File: config.mk
export PLATFORM = sky130hd
export DESIGN_NAME = freelist_nway
export DESIGN_NICKNAME = d
export VERILOG_FILES = /design/src/rtl/freelist_nway.sv
export SDC_FILE = /design/constraint.sdc
export NUM_CORES = 1
export LEC_CHECK = 0
export ABC_CLOCK_PERIOD_IN_PS = 6900
export CAP_MARGIN = 30
export CELL_PAD_IN_SITES_DETAIL_PLACEMENT = 1
export CELL_PAD_IN_SITES_GLOBAL_PLACEMENT = 1
export CORE_MARGIN = 5
export CORE_UTILIZATION = 30
export CTS_BUF_LIST = sky130_fd_sc_hd__clkbuf_8
export DETAILED_ROUTE_END_ITERATION = 10
export GPL_ROUTABILITY_DRIVEN = 0
export PLACE_DENSITY_LB_ADDON = 0.2
export SLEW_MARGIN = 20
export SYNTH_ARGS = -nofsm -noshare
export SYNTH_HDL_FRONTEND = slang
export SYNTH_SLANG_ARGS = --single-unit
File: constraint.sdc
create_clock -name clock -period 6.9 [get_ports clock]
set_input_delay 1.38 -clock clock [delete_from_list [all_inputs] [get_ports clock]]
set_output_delay 1.38 -clock clock [all_outputs]
set_load 0.05 [all_outputs]
File: src/rtl/freelist_nway.sv
// Circular free list of physical register indices with N-wide rename allocation,
// M-wide commit release, and a speculative head that ROB rollback/walk can rewind.
`ifndef ROB_STATE_IDLE
`define ROB_STATE_IDLE     2'd0
`endif
`ifndef ROB_STATE_ROLLBACK
`define ROB_STATE_ROLLBACK 2'd1
`endif
`ifndef ROB_STATE_WALK
`define ROB_STATE_WALK     2'd2
`endif

module freelist_nway #(
  parameter int NUM_PREGS      = 32,
  parameter int LOG_NUM_PREGS  = 5,
  parameter int PREG_IDX_WIDTH = 6,
  parameter int INIT_BASE      = 32,
  parameter int ALLOC_WIDTH    = 2,
  parameter int FREE_WIDTH     = 2,
  parameter int WALK_WIDTH     = 2
) (
  input  logic                                  clock,
  input  logic                                  reset_n,
  input  logic [ALLOC_WIDTH-1:0]                alloc_valid,
  output logic                                  alloc_ready,
  output logic [ALLOC_WIDTH*PREG_IDX_WIDTH-1:0] alloc_preg,
  input  logic [FREE_WIDTH-1:0]                 free_valid,
  input  logic [FREE_WIDTH*PREG_IDX_WIDTH-1:0]  free_preg,
  input  logic [FREE_WIDTH-1:0]                 commit_alloc_valid,
  input  logic [1:0]                            rob_state,
  input  logic [WALK_WIDTH-1:0]                 rob_walk_valid,
  output logic [LOG_NUM_PREGS:0]                free_count,
  output logic                                  overflow_err
);

  localparam int W = PREG_IDX_WIDTH;

  typedef logic [LOG_NUM_PREGS:0]   ptr_t;
  typedef logic [LOG_NUM_PREGS-1:0] idx_t;

  // Wrap bit set, index zero: a completely full list.
  localparam ptr_t NUM_PTR = ptr_t'(NUM_PREGS);

  logic [W-1:0] entries_q [NUM_PREGS];
  ptr_t         tail_q, tail_d;
  ptr_t         spec_head_q, spec_head_d;
  ptr_t         arch_head_q, arch_head_d;
  logic         overflow_q, overflow_d;

  logic is_idle, is_rollback, is_walking;
  ptr_t alloc_cnt, alloc_ptr;
  ptr_t free_cnt, free_ptr;
  ptr_t commit_cnt, walk_cnt;
  idx_t free_addr [FREE_WIDTH];

  assign is_idle      = (rob_state == `ROB_STATE_IDLE);
  assign is_rollback  = (rob_state == `ROB_STATE_ROLLBACK);
  assign is_walking   = (rob_state == `ROB_STATE_WALK);
  assign free_count   = tail_q - spec_head_q;
  assign alloc_ready  = is_idle && (free_count >= ptr_t'(ALLOC_WIDTH));
  assign overflow_err = overflow_q;

  // Valid allocation lanes are compacted onto consecutive entries from spec_head.
  always_comb begin
    alloc_preg = '0;
    alloc_cnt  = '0;
    alloc_ptr  = spec_head_q;
    for (int k = 0; k < ALLOC_WIDTH; k++) begin
      if (alloc_valid[k]) begin
        alloc_ptr               = spec_head_q + alloc_cnt;
        alloc_preg[k*W +: W]    = entries_q[alloc_ptr[LOG_NUM_PREGS-1:0]];
        alloc_cnt               = alloc_cnt + ptr_t'(1);
      end
    end
  end

  always_comb begin
    free_cnt = '0;
    free_ptr = tail_q;
    for (int j = 0; j < FREE_WIDTH; j++) begin
      free_ptr     = tail_q + free_cnt;
      free_addr[j] = free_ptr[LOG_NUM_PREGS-1:0];
      if (free_valid[j]) free_cnt = free_cnt + ptr_t'(1);
    end
  end

  always_comb begin
    commit_cnt = '0;
    for (int j = 0; j < FREE_WIDTH; j++)
      if (commit_alloc_valid[j]) commit_cnt = commit_cnt + ptr_t'(1);
    walk_cnt = '0;
    for (int j = 0; j < WALK_WIDTH; j++)
      if (rob_walk_valid[j]) walk_cnt = walk_cnt + ptr_t'(1);
  end

  // Rollback uses the post-commit arch head so a same-cycle commit is not lost.
  always_comb begin
    tail_d      = tail_q + free_cnt;
    arch_head_d = arch_head_q + commit_cnt;
    spec_head_d = spec_head_q;
    if (is_rollback)      spec_head_d = arch_head_d;
    else if (is_walking)  spec_head_d = spec_head_q + walk_cnt;
    else if (alloc_ready) spec_head_d = spec_head_q + alloc_cnt;

    overflow_d = overflow_q;
    if ((|free_valid) && (ptr_t'(tail_d - arch_head_d) > NUM_PTR)) overflow_d = 1'b1;
    if (ptr_t'(spec_head_d - arch_head_d) > NUM_PTR)               overflow_d = 1'b1;
  end

  always_ff @(posedge clock or negedge reset_n) begin
    if (!reset_n) begin
      for (int i = 0; i < NUM_PREGS; i++) entries_q[i] <= W'(INIT_BASE + i);
      tail_q      <= NUM_PTR;
      spec_head_q <= '0;
      arch_head_q <= '0;
      overflow_q  <= 1'b0;
    end else begin
      for (int j = 0; j < FREE_WIDTH; j++)
        if (free_valid[j]) entries_q[free_addr[j]] <= free_preg[j*W +: W];
      tail_q      <= tail_d;
      spec_head_q <= spec_head_d;
      arch_head_q <= arch_head_d;
      overflow_q  <= overflow_d;
    end
  end

endmodule

== Yosys cells after proc, flatten, opt, wreduce, memory -nomap -nowiden ==
Index checks and enable logic that the tools add are counted.
Widths: inputs -> output; s select.

* $add $sub $neg: 13
* Order comparisons: 9
* Eq/ne operators: 2
* Multiplexer cells: 29
* Bitwise logic cells: 4
* Reduce and logical (&&, ||, !) cells: 7

{| class="wikitable"
|+ Operators with widths
! kind !! count
|-
| $bwmux 192 || 2
|-
| $mux 192 || 2
|-
| $mux 6 || 15
|-
| $bmux 6 s5 || 2
|-
| $demux 6 s5 || 2
|-
| $add 6x1->6 const B || 4
|-
| $add 6x6->6 || 4
|-
| $ge 6x6->1 const B || 4
|-
| $not 5->6 || 4
|-
| $sub 6x6->6 || 3
|-
| $gt 6x6->1 const B || 2
|-
| $lt 6x1->1 const B || 2
|-
| $add 5x5->5 || 2
|-
| $ge 6x2->1 const B || 1
|-
| $mux 1 || 6
|-
| $logic_and 1x1->1 || 4
|-
| $eq 2x1->1 const B || 1
|-
| $eq 2x2->1 const B || 1
|-
| $logic_not 2->1 || 1
|-
| $reduce_bool 2->1 || 1
|-
| $reduce_or 2->1 || 1
|}

* Register bits: 211
* Input bits: 24
* Output and inout bits: 20
* Word-level logic and storage cells: 100

== Longest topological paths before layout ==
* Depth after elaboration: 10
* Gate-level depth with buffers: 21
* Depth with buffers taken out: 21

== Worst setup path before layout ==
OpenSTA, ideal clock, no wires.

* Path kind: in2out
* Start: input alloc_valid[0]
* End: output alloc_preg[10]
* Arrival: 3,820 ps
* Data required time: 5,520 ps
* Slack: 1,700 ps
* Cell stages on the path: 8
* Path buffers: 2
* Cell sequence: ha_1 ha_1 buf_1 buf_1 mux4_2 mux4_2 mux2i_1 nor2b_1

* Longest elaborated chain between the ends: 7

{| class="wikitable"
|+ RTL lines
! item !! line !! text
|-
| start: declaration || 24 || <nowiki>input logic [ALLOC_WIDTH-1:0] alloc_valid,</nowiki>
|-
| $mux 1 || 69 || <nowiki>if (alloc_valid[k]) begin</nowiki>
|-
| $add 5x5->5 || 70 || <nowiki>alloc_ptr = spec_head_q + alloc_cnt;</nowiki>
|-
| $not 5->6 (not written as such) || 71 || <nowiki>alloc_preg[k*W +: W] = entries_q[alloc_ptr[LOG_NUM_PREGS-1:0]];</nowiki>
|-
| $bmux 6 s5 || 71 ||
|-
| $mux 6 (not written as such) (2 in a row) || 71 ||
|-
| $mux 6 || 69 ||
|-
| end: declaration || 26 || <nowiki>output logic [ALLOC_WIDTH*PREG_IDX_WIDTH-1:0] alloc_preg,</nowiki>
|}

Every way passes these cells. The select of a mux whose other input is x is not followed.

== Worst setup path after layout ==
* Start: input alloc_valid[0]
* End: output alloc_preg[6]

Same word-level chain as after synthesis.

==> impl_results.rst <==
.. list-table::
   :header-rows: 1

   * - Metric
     - Value
   * - DRC violations left
     - 0
   * - CTS Buf Count
     - 42
   * - Hold/Removal Path Class
     - register to register
   * - FF+latch count, synth
     - 211
   * - CTS max path bufs
     - 3
   * - Post-DP HPWL
     - 39800 um
   * - Sequential cell area fraction in the yosys report
     - 0.375
   * - Internal Power
     - 5.15 mW
   * - Top layer reached by signal wires
     - met4
   * - Number of failing hold endpoints at the final stage
     - 0
   * - Synthesized net count
     - 1477
   * - End point of the critical path
     - alloc_preg[6]
   * - Post-Layout Inst Area
     - 16400 um^2
   * - Yosys warning total
     - 0
   * - DIE AREA
     - 52700 um^2
   * - Worst setup SP type
     - input pin
   * - Flop2flop setup slack
     - 1.80 ns
   * - Worst-skew pair later-pin latency
     - 0.61 ns
   * - Overall routing resource usage
     - 0.215
   * - Cell Count Post-Placement
     - 1983
   * - Signal arrival time at the worst endpoint
     - 4.83 ns
   * - Post-synthesis instance total
     - 1414
   * - LEAKAGE
     - 6.73 nW
   * - Vias per inst
     - 5.66
   * - Highest fanout seen on the critical path
     - 24
   * - Number of cells traversed by the worst hold path
     - 2
   * - Number of nets in the layout
     - 1477
   * - Maximum vdd ir drop
     - 0.000255 V
   * - Post-cts resize count
     - 0
   * - Period utilization
     - 0.900
   * - Total detailed-routing wirelength
     - 57400 um
   * - Number of buffers inserted to repair setup after CTS
     - 0
   * - Pwr per Cell Area
     - 579 nW/um^2
   * - Synthesized area
     - 14400 um^2
   * - Die height
     - 229 um
   * - Clock transition at path regs
     - 0.06 ns
   * - Setup repair after global routing missed its margin
     - no
   * - End of the worst register-to-register path
     - overflow_err$_DFFE_PN0P_
   * - Hold-fix buffers at CTS
     - 0
   * - Slew at the pin with the worst max-slew slack
     - 1.10 ns
   * - Maximum clock frequency
     - 161 MHz
   * - First-pass GRT wire length
     - 84900 um
   * - Count of final max-slew check failures
     - 0
   * - Initial Util
     - 0.303
   * - Switching Share
     - 0.456
   * - Routed length per instance
     - 27.8 um
   * - Avg Synthesized Cell Area
     - 10.2 um^2
   * - Fraction of final layout cells with drive strength greater than 1
     - 0.213
   * - Cells on worst reg2reg path
     - 16
   * - Met2 WL post-DR
     - 25800 um
   * - Combinational share of power
     - 0.533
   * - Required arrival time at the worst endpoint
     - 5.52 ns
   * - Die Wd
     - 229 um
   * - Number of global-route vias before repair
     - 12200
   * - Port Buf Inserts
     - 43
   * - Maximum number of pins on one net before global-route repair
     - 130
   * - Initial antenna violation count
     - 0
   * - Met1 wire length
     - 26100 um
   * - Post-synth top flop
     - dfstp_2
   * - Synth cell types
     - 61
   * - H-tree lvl count
     - 2
   * - Cell area after placement
     - 15400 um^2
   * - Antenna violation net count after detailed routing
     - 0
   * - Via count
     - 11700
   * - Time the worst path needs with I/O delays and setup
     - 6.21 ns
   * - Launch point of the critical path
     - alloc_valid[0]
   * - Top-level I/O count
     - 44
   * - Power, Total
     - 9.48 mW
   * - Max-cap viol count
     - 0
   * - Startpoint of the worst register-to-register path
     - spec_head_q[2]$_DFF_PN0_
   * - Outcome
     - finished, final reports clean
   * - Number of clock sinks seen by CTS
     - 211
   * - Async set-reset flop share out of synthesis
     - 1.00
   * - Initial detailed-routing violation count
     - 916
   * - Power dissipated by switching net loads
     - 4.32 mW
   * - Clock tree from TritonCTS
     - built
   * - Root buf cell
     - clkbuf_8
   * - Antenna Diode Count
     - 0
   * - Router iterations before antenna repair
     - 5
   * - Number of setup violations in the final report
     - 0
   * - Part of the power in the clock network
     - 0.147
   * - Standard-cell row count
     - 80
   * - Worst path setup slack after routing
     - 0.688 ns
   * - Worst slack, placed
     - 0.706 ns
   * - Portion of total power attributed to sequential cells
     - 0.320
   * - Setup_tns
     - 0 ns
   * - Number of synthesized flops with an enable pin
     - 0
   * - Met3 wire len
     - 3780 um
   * - Worst setup skew after layout
     - 0.0345 ns
   * - Critical Path End Type
     - output port
   * - Layout overhead on the synthesized area
     - 13.3%
   * - Area of the core
     - 47600 um^2
   * - Relative max-transition margin
     - 0.260
   * - Remaining global-route overflow
     - 0
   * - Final cell count without fillers
     - 2063
   * - Class of the most critical setup path
     - input pin to output port
-- power groups by stage --
stage | Combinational, mW | Sequential, mW | Clock [mW]
after floorplan | 3.82 | 2.39 | 0
after global placement | 4.83 | 3.03 | 0
after detailed placement | 5.01 | 3.01 | 0
after CTS | 5.03 | 3.00 | 1.44
after global routing | 5.43 | 3.08 | 1.49
final | 5.05 | 3.03 | 1.40
-- cell usage in the layout, fill, tap and decap left out, types with 7 or more instances in the layout --
| master | n |
|---|---|
| dfstp_2 | 113 |
| nand2_1 | 136 |
| o221ai_1 | 25 |
| a21oi_1 | 135 |
| xnor2_1 | 9 |
| mux2i_1 | 247 |
| nor3_1 | 18 |
| nand3_1 | 16 |
| fa_1 | 7 |
| nor2_1 | 148 |
| o22ai_1 | 15 |
| nor2b_1 | 9 |
| mux4_2 | 85 |
| o21a_1 | 8 |
| nand2b_1 | 10 |
| o21ai_0 | 93 |
| clkdlybuf4s50_1 | 42 |
| xor2_1 | 12 |
| clkbuf_8 | 51 |
| inv_1 | 44 |
| buf_4 | 22 |
| dfrtp_1 | 97 |
| ha_1 | 30 |
-- through the flow --
stage,utilization,hold slack [ns]
2_1_floorplan,-,0.481
3_3_place_gp,0.323,0.491
3_5_place_dp,0.324,0.523
4_1_cts,0.343,0.543
5_1_grt,0.344,0.557
6_report,0.344,0.531
-- cells in the mapped netlist, types with 2 or more instances --
library cell	number	share of area
nand4_1	2	0.00087
a31oi_1	3	0.0013
nor3_1	20	0.0069
xnor2_1	10	0.0061
buf_2	11	0.0038
a21o_2	2	0.0012
a21o_1	5	0.0026
ha_1	32	0.028
nor2_1	148	0.038
o22ai_1	15	0.0065
nand2b_1	10	0.0043
buf_1	9	0.0023
clkbuf_1	89	0.023
or3_1	5	0.0022
o21ai_0	93	0.032
mux4_2	85	0.13
o221ai_1	25	0.015
or2_2	3	0.0013
o22a_1	3	0.0018
nand2_1	136	0.035
a21oi_1	135	0.047
nor2b_1	9	0.0039
clkbuf_8	3	0.0029
nand3_1	16	0.0055
dfrtp_1	98	0.17
nor3b_1	2	0.0010
mux2i_1	247	0.17
dfstp_2	113	0.21
and3_1	3	0.0013
xor2_1	12	0.0073
o21a_1	8	0.0042
nor2_2	4	0.0017
inv_1	24	0.0062
fa_1	7	0.0097
-- registers in the layout, summed over array words and instances (netlist names) --
register,count
arch_head_q,6
overflow_err,1
tail_q,6
spec_head_q,6
entries_q,192
-- metal layers --
| metal | vias to the layer above | GRT usage |
|---|---|---|
| li1 | 5163 | - |
| met1 | 6058 | 0.299 |
| met2 | 375 | 0.334 |
| met3 | 88 | 0.0513 |
| met4 | 0 | 0.0663 |
| met5 | - | 0 |
-- area by class of cell --
type                    instances  area, um^2
flip-flops and latches        211        5430
well taps                     615         769
repair buffers                 70         694
inverters                      26        97.6
clock inverters                27         201
fillers                      5294       31300
multi-input cells            1063        8480
clock buffers                  51         702
-- critical path: stages --
cell,delay [ns]
clkdlybuf4s50_1,0.53
ha_4,0.23
ha_2,0.37
buf_4,0.33
mux4_2,0.36
mux4_2,0.50
mux2i_1,0.33
nor2b_1,0.08
clkdlybuf4s50_1,0.71
-- cells by family (layout without fill, tap and decap cells) --
family | count (synthesis) | after routing | synth area share
compound gates | 301 | 301 | 0.119
xor+xnor | 23 | 23 | 0.0151
fa+ha+maj | 39 | 39 | 0.0374
buf+inv | 140 | 174 | 0.0402
flops | 211 | 211 | 0.375
mux | 333 | 333 | 0.304
simple gates | 367 | 367 | 0.108
-- worst min path at each step --
| stage | from | end | slack [ns] |
|---|---|---|---|
| floorplan | arch_head_q[5]$_DFF_PN0_ | arch_head_q[5]$_DFF_PN0_ | 0.48 |
| global placement | overflow_err$_DFFE_PN0P_ | overflow_err$_DFFE_PN0P_ | 0.49 |
| detailed placement | overflow_err$_DFFE_PN0P_ | overflow_err$_DFFE_PN0P_ | 0.52 |
| CTS | overflow_err$_DFFE_PN0P_ | overflow_err$_DFFE_PN0P_ | 0.54 |
| global route | overflow_err$_DFFE_PN0P_ | overflow_err$_DFFE_PN0P_ | 0.56 |
| finish | overflow_err$_DFFE_PN0P_ | overflow_err$_DFFE_PN0P_ | 0.53 |
Note: power is estimated with default switching activity, not from simulation.
